$ cat config.mk
export PLATFORM = sky130hd
export DESIGN_NAME = ascon_uart_hash_bridge
export DESIGN_NICKNAME = d
export VERILOG_FILES = /design/src/rtl/ascon_uart_pkg.sv /design/src/rtl/ascon_word_fifo.sv /design/src/rtl/ascon_uart_hash_bridge.sv
export SDC_FILE = /design/constraint.sdc
export NUM_CORES = 1
export LEC_CHECK = 0
export ABC_CLOCK_PERIOD_IN_PS = 5600
export CAP_MARGIN = 30
export CORE_ASPECT_RATIO = 1.2
export CORE_MARGIN = 5
export CORE_UTILIZATION = 49
export DETAILED_ROUTE_END_ITERATION = 16
export PLACE_DENSITY = 0.82
export SYNTH_ARGS = -nofsm -noshare
export SYNTH_HDL_FRONTEND = slang
export SYNTH_HIERARCHICAL = 1
export SYNTH_SLANG_ARGS = --single-unit
$ cat constraint.sdc
create_clock -name clk -period 5.6 [get_ports clk]
set_input_delay 0.84 -clock clk [delete_from_list [all_inputs] [get_ports clk]]
set_output_delay 0.84 -clock clk [all_outputs]
set_load 0.05 [all_outputs]
$ cat src/rtl/ascon_uart_pkg.sv
// Shared types and constants for the Ascon UART hash bridge.
//   issue_state_t : states of the word-issue FSM
//   tx_state_t    : states of the digest transmit FSM
//   CTRL_LAST_BIT : bit of the in-band control byte carrying the last flag
//   BYTE_W        : width of one UART byte
package ascon_uart_pkg;

    typedef enum logic [1:0] {
        I_IDLE = 2'd0,
        I_GAP  = 2'd1,
        I_LOCK = 2'd2
    } issue_state_t;

    typedef enum logic [1:0] {
        T_IDLE = 2'd0,
        T_SEND = 2'd1,
        T_WAIT = 2'd2
    } tx_state_t;

    localparam int CTRL_LAST_BIT = 0;
    localparam int BYTE_W        = 8;

endpackage

$ cat src/rtl/ascon_word_fifo.sv
// Synchronous word FIFO with one write and one read port per cycle.
// The read data is shown combinationally from the head entry (first-word
// fall-through), so the consumer registers it in the same cycle it pops.
//   clk, rst        : clock, synchronous active-high reset
//   wr_en, wr_data  : push request and data (ignored when full without a pop)
//   rd_en, rd_data  : pop request and head entry
//   full, empty     : occupancy flags from the wrap-bit pointer compare
module ascon_word_fifo #(
    parameter int WIDTH = 65,
    parameter int DEPTH = 2
) (
    input  logic             clk,
    input  logic             rst,
    input  logic             wr_en,
    input  logic [WIDTH-1:0] wr_data,
    input  logic             rd_en,
    output logic [WIDTH-1:0] rd_data,
    output logic             full,
    output logic             empty
);

    localparam int AW = $clog2(DEPTH);
    localparam logic [AW:0] PTR_ONE = {{AW{1'b0}}, 1'b1};

    logic [AW:0]      wr_ptr_r;
    logic [AW:0]      rd_ptr_r;
    logic [WIDTH-1:0] mem_r [DEPTH];
    logic             do_wr_s;
    logic             do_rd_s;

    assign empty   = (wr_ptr_r == rd_ptr_r);
    assign full    = (wr_ptr_r[AW] != rd_ptr_r[AW]) &&
                     (wr_ptr_r[AW-1:0] == rd_ptr_r[AW-1:0]);
    // A push into a full FIFO is allowed when the head leaves in the same cycle.
    assign do_rd_s = rd_en && !empty;
    assign do_wr_s = wr_en && (!full || do_rd_s);
    assign rd_data = mem_r[rd_ptr_r[AW-1:0]];

    // Pointer update on push and pop.
    always_ff @(posedge clk) begin
        if (rst) begin
            wr_ptr_r <= '0;
            rd_ptr_r <= '0;
        end else begin
            if (do_wr_s) begin
                wr_ptr_r <= wr_ptr_r + PTR_ONE;
            end
            if (do_rd_s) begin
                rd_ptr_r <= rd_ptr_r + PTR_ONE;
            end
        end
    end

    // Storage write; contents need no reset because the pointers qualify them.
    always_ff @(posedge clk) begin
        if (do_wr_s) begin
            mem_r[wr_ptr_r[AW-1:0]] <= wr_data;
        end
    end

endmodule

$ cat src/rtl/ascon_uart_hash_bridge.sv
// Bridge between UART byte cores and the Ascon hash core.
// RX bytes are assembled into message words (optionally preceded by an
// in-band control byte carrying the last flag), queued in a word FIFO,
// issued to the core under core_ready_i, and the resulting digest is
// streamed back byte by byte paced by tx_done_i.
//   clk, rst                 : clock, synchronous active-high reset
//   rx_dv_i, rx_byte_i       : received byte strobe and data
//   msg_last_pin_i           : last-word pin (LAST_MODE = 0)
//   tx_dv_o, tx_byte_o       : transmit byte strobe and data
//   tx_done_i                : transmitter finished a byte
//   msg_in_o, msg_start_o,
//   msg_last_o, core_ready_i : word issue interface to the core
//   hash_in_i, hash_ready_i  : digest from the core
//   overflow_o               : sticky, a completed word was dropped
//   busy_o                   : FIFO non-empty, message in flight or TX active
module ascon_uart_hash_bridge
    import ascon_uart_pkg::*;
#(
    parameter int WORD_BYTES   = 8,
    parameter int DIGEST_BYTES = 32,
    parameter int FIFO_DEPTH   = 2,
    parameter int LAST_MODE    = 0,
    parameter int RX_LSB_FIRST = 1,
    parameter int TX_LSB_FIRST = 1
) (
    input  logic                      clk,
    input  logic                      rst,
    input  logic                      rx_dv_i,
    input  logic [7:0]                rx_byte_i,
    input  logic                      msg_last_pin_i,
    output logic                      tx_dv_o,
    output logic [7:0]                tx_byte_o,
    input  logic                      tx_done_i,
    output logic [8*WORD_BYTES-1:0]   msg_in_o,
    output logic                      msg_start_o,
    output logic                      msg_last_o,
    input  logic                      core_ready_i,
    input  logic [8*DIGEST_BYTES-1:0] hash_in_i,
    input  logic                      hash_ready_i,
    output logic                      overflow_o,
    output logic                      busy_o
);

    localparam int W   = BYTE_W * WORD_BYTES;
    localparam int DW  = BYTE_W * DIGEST_BYTES;
    localparam int OFS = (LAST_MODE == 1) ? 1 : 0;
    localparam int GRP = WORD_BYTES + OFS;
    localparam int CW  = $clog2(GRP + 1);
    localparam int TCW = $clog2(DIGEST_BYTES + 1);

    // RX assembly state
    logic [CW-1:0]  byte_cnt_r;
    logic           ctrl_last_r;
    logic [W-1:0]   word_r;
    logic [W-1:0]   word_next_s;
    logic [CW-1:0]  data_idx_s;
    logic [CW-1:0]  pos_s;
    logic           is_ctrl_s;
    logic           word_done_s;
    logic           last_s;

    // FIFO interface
    logic           push_s;
    logic           pop_s;
    logic [W:0]     fifo_rd_s;
    logic           fifo_full_s;
    logic           fifo_empty_s;

    // FSM state
    issue_state_t   issue_state_r;
    tx_state_t      tx_state_r;
    logic [DW-1:0]  shift_r;
    logic [DW-1:0]  shift_next_s;
    logic [TCW-1:0] tx_cnt_r;
    logic           hash_rdy_r;
    logic           hash_rdy_q_r;
    logic           hash_rise_s;
    logic           tx_last_s;
    logic           tx_finish_s;

    // Byte to send first from a digest word, honouring TX order.
    function automatic logic [BYTE_W-1:0] head_byte(input logic [DW-1:0] v);
        if (TX_LSB_FIRST != 0) begin
            head_byte = v[BYTE_W-1:0];
        end else begin
            head_byte = v[DW-1 -: BYTE_W];
        end
    endfunction

    // Discard the byte just sent, bringing the next one to the head.
    function automatic logic [DW-1:0] drop_head(input logic [DW-1:0] v);
        if (TX_LSB_FIRST != 0) begin
            drop_head = v >> BYTE_W;
        end else begin
            drop_head = v << BYTE_W;
        end
    endfunction

    // Merge the incoming byte into the word and detect word completion.
    always_comb begin
        word_next_s = word_r;
        is_ctrl_s   = 1'b0;
        word_done_s = 1'b0;
        data_idx_s  = byte_cnt_r - CW'(OFS);
        if (RX_LSB_FIRST != 0) begin
            pos_s = data_idx_s;
        end else begin
            pos_s = CW'(WORD_BYTES - 1) - data_idx_s;
        end
        if (rx_dv_i) begin
            if ((LAST_MODE == 1) && (byte_cnt_r == '0)) begin
                is_ctrl_s = 1'b1;
            end else begin
                word_next_s[{pos_s, 3'b000} +: BYTE_W] = rx_byte_i;
            end
            if (byte_cnt_r == CW'(GRP - 1)) begin
                word_done_s = 1'b1;
            end else begin
                word_done_s = 1'b0;
            end
        end else begin
            word_done_s = 1'b0;
        end
    end

    assign last_s       = (LAST_MODE == 1) ? ctrl_last_r : msg_last_pin_i;
    assign pop_s        = (issue_state_r == I_IDLE) && !fifo_empty_s && core_ready_i;
    assign push_s       = word_done_s && (!fifo_full_s || pop_s);
    assign hash_rise_s  = hash_rdy_r && !hash_rdy_q_r;
    assign tx_last_s    = (tx_cnt_r == TCW'(DIGEST_BYTES - 1));
    assign tx_finish_s  = (tx_state_r == T_WAIT) && tx_done_i && tx_last_s;
    assign shift_next_s = drop_head(shift_r);

    // RX byte counter, assembly register, control flag and sticky overflow.
    always_ff @(posedge clk) begin
        if (rst) begin
            byte_cnt_r  <= '0;
            ctrl_last_r <= 1'b0;
            word_r      <= '0;
            overflow_o  <= 1'b0;
        end else begin
            if (rx_dv_i) begin
                word_r <= word_next_s;
                if (is_ctrl_s) begin
                    ctrl_last_r <= rx_byte_i[CTRL_LAST_BIT];
                end
                // The counter wraps even when the word is dropped.
                if (word_done_s) begin
                    byte_cnt_r <= '0;
                end else begin
                    byte_cnt_r <= byte_cnt_r + CW'(1);
                end
            end
            if (word_done_s && !push_s) begin
                overflow_o <= 1'b1;
            end
        end
    end

    ascon_word_fifo #(
        .WIDTH (W + 1),
        .DEPTH (FIFO_DEPTH)
    ) u_fifo (
        .clk     (clk),
        .rst     (rst),
        .wr_en   (push_s),
        .wr_data ({word_next_s, last_s}),
        .rd_en   (pop_s),
        .rd_data (fifo_rd_s),
        .full    (fifo_full_s),
        .empty   (fifo_empty_s)
    );

    // Issue FSM: pop a word, present it with a start strobe, then gap or lock.
    always_ff @(posedge clk) begin
        if (rst) begin
            issue_state_r <= I_IDLE;
            msg_in_o      <= '0;
            msg_last_o    <= 1'b0;
            msg_start_o   <= 1'b0;
        end else begin
            msg_start_o <= 1'b0;
            case (issue_state_r)
                I_IDLE: begin
                    if (pop_s) begin
                        msg_in_o      <= fifo_rd_s[W:1];
                        msg_last_o    <= fifo_rd_s[0];
                        msg_start_o   <= 1'b1;
                        issue_state_r <= fifo_rd_s[0] ? I_LOCK : I_GAP;
                    end
                end
                I_GAP: begin
                    issue_state_r <= I_IDLE;
                end
                I_LOCK: begin
                    // Held until the whole digest has left the transmitter.
                    if (tx_finish_s) begin
                        issue_state_r <= I_IDLE;
                    end
                end
                default: begin
                    issue_state_r <= I_IDLE;
                end
            endcase
        end
    end

    // TX FSM: capture the digest and stream it one byte per tx_done_i.
    // The strobe is registered on entry to T_SEND so it coincides with it.
    always_ff @(posedge clk) begin
        if (rst) begin
            tx_state_r   <= T_IDLE;
            shift_r      <= '0;
            tx_cnt_r     <= '0;
            tx_dv_o      <= 1'b0;
            tx_byte_o    <= '0;
            hash_rdy_r   <= 1'b0;
            hash_rdy_q_r <= 1'b0;
        end else begin
            hash_rdy_r   <= hash_ready_i;
            hash_rdy_q_r <= hash_rdy_r;
            tx_dv_o      <= 1'b0;
            case (tx_state_r)
                T_IDLE: begin
                    if (hash_rise_s && (issue_state_r == I_LOCK)) begin
                        shift_r    <= hash_in_i;
                        tx_cnt_r   <= '0;
                        tx_byte_o  <= head_byte(hash_in_i);
                        tx_dv_o    <= 1'b1;
                        tx_state_r <= T_SEND;
                    end
                end
                T_SEND: begin
                    tx_state_r <= T_WAIT;
                end
                T_WAIT: begin
                    if (tx_done_i) begin
                        if (tx_last_s) begin
                            tx_cnt_r   <= '0;
                            tx_state_r <= T_IDLE;
                        end else begin
                            shift_r    <= shift_next_s;
                            tx_byte_o  <= head_byte(shift_next_s);
                            tx_cnt_r   <= tx_cnt_r + TCW'(1);
                            tx_dv_o    <= 1'b1;
                            tx_state_r <= T_SEND;
                        end
                    end
                end
                default: begin
                    tx_state_r <= T_IDLE;
                end
            endcase
        end
    end

    // Registered activity flag.
    always_ff @(posedge clk) begin
        if (rst) begin
            busy_o <= 1'b0;
        end else begin
            busy_o <= !fifo_empty_s || (issue_state_r != I_IDLE) || (tx_state_r != T_IDLE);
        end
    end

endmodule
==> flow_metrics.tcl <==
set metrics [dict create \
    status "finished, final reports clean" \
    slew_headroom 0.1991 \
    r2r_end "u_fifo/mem_r[0][55]" \
    p_seq_frac 0.511 \
    tns_ns 0 \
    wl_per_cell_um 19.49 \
    ios 348 \
    r2r_start "u_fifo/wr_ptr_r[1]" \
    insertion_delay_ns 0.61 \
    gp_congestion 0.8836 \
    crit_arrival_ns 4.14 \
    drtIter0Drc 1843 \
    leakage_nw 10.03 \
    yosys_warnings 6 \
    synthFlopType "dfxtp_1" \
    numCtsBuffers 52 \
    critPathCapture "u_fifo/mem_r[0][55]" \
    final_nets 2887 \
    post_cts_buffers 0 \
    cts.repair.resized 0 \
    core_area_um2 48340 \
    swShare 0.2198 \
    crit_start "u_fifo/wr_ptr_r[1]" \
    grt_use_total 0.2277 \
    fmaxAchievable_mhz 255.7 \
    synth_compound_gate_area_share 0.2241 \
    num_vias 19140 \
    die_y_um 252.5 \
    synth_edf_count 130 \
    ys_seq_elements 540 \
    power.switching_mw 1.714 \
    slew_viol_final 0 \
    drive_above_1_share 0.1599 \
    cp-start-kind "flop" \
    drcViolationCount 0 \
    max_stage_delay_ns 0.80 \
    clock_sinks 540 \
    maxCapViolCount 0 \
    comb_power_share 0.054 \
    fin_ws_ns 1.690 \
    syn_avg_cell_area_um2 9.924 \
    powerDensity_nw_per_um2 267.1 \
    start_util 0.4968 \
    crit_top_cell "buf_4" \
    antenna_found_initial 17 \
    cts_root_buffer "clkbuf_16" \
    port_buffers 347 \
    slowest_stage "nand3b_1" \
    vdd_drop_max_mv 0.2649 \
    htreeDepth 2 \
    cp_cell_sequence "xor2_1, nor2_1, nand3b_1, inv_2, buf_4, o31a_2, buf_4" \
    skew_ns 0.02171 \
    syn_inst 2420 \
    rsz0062_at_grt "false" \
    cp-end-kind "flop" \
    synth_top_family_by_area "compound AO/OA/AOI/OAI gates" \
    path_max_fanout 73 \
    final_common_cell "nand2_1" \
    synth_nets 2696 \
    ant_nets 0 \
    final_cell_mix "nand2_1, dfxtp_1, clkdlybuf4s50_1" \
    synth_xor_area_frac 0.001823 \
    die_area_um2 53560 \
    synthDistinctLibCells 53 \
    gr-total-overflow 0 \
    grt_max_degree 253 \
    power.internal_mw 6.086 \
    crit_required_ns 5.83 \
    area_delta_synth_final_pct 21.61 \
    firstDrtPassIters 5 \
    clock_power_share 0.435 \
    post-dp-hpwl_mm 42.40 \
    clkTransAtPathRegs_ns 0.06 \
    r2r_setup_slack_ns 1.69 \
    clockBufferDepth 3 \
    r2r_cells 7 \
    grt_pass1_vias 19010 \
    synthAdderAreaFrac 0.002605 \
    synthMuxAreaShare 0.06716 \
    min-delay-path-class "reg -> reg" \
    total_power_mw 7.800 \
    routed_wl_mm 64.28 \
    vias_per_cell 5.804 \
    tritoncts "done" \
    worst_pin_slew_ns 1.201 \
    synth_area_um2 24020 \
    min_period_ns 3.910 \
    grt_pass1_wl_mm 100.5 \
    pre_cts_slack_ns 1.421 \
    synthSimpleGateAreaFrac 0.1507 \
    die_x_um 212.1 \
    layout_worst_path_cycle_share 0.6983 \
    yosysSeqAreaShare 0.5043 \
    setup_violations 0 \
    async_reset_ff_frac 0 \
    fp-row-count 88 \
    hold_viol 0 \
    path_class "reg -> reg" \
    hold_buffers 0 \
]
==> power groups by stage <==
stage / clock (mW) / sequential, mW / combinational, mW
after detailed placement: 0 / 4.07 / 0.415
after CTS: 3.44 / 3.99 / 0.417
after global routing: 3.61 / 3.99 / 0.445
after floorplan: 0 / 4.07 / 0.164
after global placement: 0 / 4.07 / 0.410
final: 3.39 / 3.99 / 0.419
==> per-stage QoR <==
stage / hold WS (ns) / instances / cell area (um2) / utilization
after floorplan: 0.4379 / 2420 / 24020 / -
final: 0.4550 / 3298 / 29200 / 0.6042
after detailed placement: 0.4473 / 3187 / 27530 / 0.5695
after global placement: 0.4441 / 3185 / 27480 / 0.5685
after CTS: 0.4555 / 3281 / 29160 / 0.6033
after global routing: 0.4763 / 3296 / 29200 / 0.6041
==> cell usage after synthesis, types with 2 or more instances <==
library cell	count	area, um2
and3_1	3	18.77
a31oi_1	7	43.79
nand4b_1	2	17.52
nand4_1	8	50.05
nand3_1	6	30.03
nand2b_1	45	281.5
a22o_1	8	70.07
buf_1	9	33.78
mux2_2	105	1182
or3_1	3	18.77
nor3b_1	8	60.06
a32oi_1	2	17.52
nor2_1	31	116.4
a21oi_1	340	1702
o21ai_0	5	25.02
or4_1	4	30.03
a311oi_1	51	446.7
buf_2	12	60.06
buf_4	14	105.1
o31a_1	3	26.28
clkbuf_1	173	649.4
buf_6	24	270.3
o31ai_1	2	15.01
and2_1	10	62.56
xor2_1	4	35.03
nor4b_1	2	17.52
or2_2	2	12.51
nor4_1	4	25.02
edfxtp_1	130	3904
nand2_1	669	2511
nor3_1	11	55.05
nand3b_1	10	75.07
dfxtp_1	410	8208
mux2i_1	43	430.4
and3b_1	2	17.52
inv_1	17	63.81
ha_1	5	62.56
nor2b_1	19	118.9
o21ai_1	2	10.01
a311oi_2	198	2973
or3b_2	5	43.79
==> worst max-delay path: cells and delay by family, from the launching register on <==
| family | cells | cell delay (ns) |
|---|---|---|
| buffers and inverters | 3 | 1.30 |
| AND/OR/NAND/NOR | 2 | 0.96 |
| flip-flops | 1 | 0.43 |
| XOR/XNOR | 1 | 0.41 |
| AO/OA/AOI/OAI | 1 | 0.41 |
==> layer usage <==
| metal | global-route usage | share of wire | vias up |
|---|---|---|---|
| li1 | - | - | 9050 |
| met1 | 0.2840 | 0.40 | 9201 |
| met2 | 0.3885 | 0.49 | 757 |
| met3 | 0.03849 | 0.067 | 133 |
| met4 | 0.09996 | 0.042 | 0 |
| met5 | 0 | 0 | - |
==> worst min-delay path by stage <==
stage                              end  slack, ns         start  cells past startpoint
after floorplan           hash_rdy_q_r       0.44    hash_rdy_r                      1
after global placement    msg_in_o[15]       0.44  msg_in_o[15]                      2
after detailed placement  msg_in_o[27]       0.45  msg_in_o[27]                      2
after CTS                 msg_in_o[27]       0.46  msg_in_o[27]                      2
after global routing      msg_in_o[27]       0.48  msg_in_o[27]                      2
final                     msg_in_o[27]       0.46  msg_in_o[27]                      2
==> layout make-up <==
cell class / count / area, um2
Clock buffer: 69 / 1425
Timing Repair Buffer: 369 / 3789
Antenna cell: 17 / 42.54
Fill cell: 3815 / 19130
Sequential cell: 540 / 12110
Tap cell: 630 / 788.3
Inverter: 17 / 63.81
Clock inverter: 25 / 209.0
Multi-Input combinational cell: 1631 / 10770
==> logic make-up after synthesis <==
logic type / count (synthesis)
AO/OA/AOI/OAI: 623
XOR/XNOR: 5
flip-flops: 540
buffers and inverters: 249
AND/OR/NAND/NOR: 850
adder cells (fa/ha/maj): 5
multiplexers: 148
==> sequential cells by signal, indices dropped and copies added (netlist names), 4 cells and up, named ones only <==
name / flops
tx_byte_o: 7
word_r: 64
shift_r: 249
msg_in_o: 64
u_fifo/mem_r: 130
byte_cnt_r: 4
tx_cnt_r: 6
(Power assumes the default switching activity.)
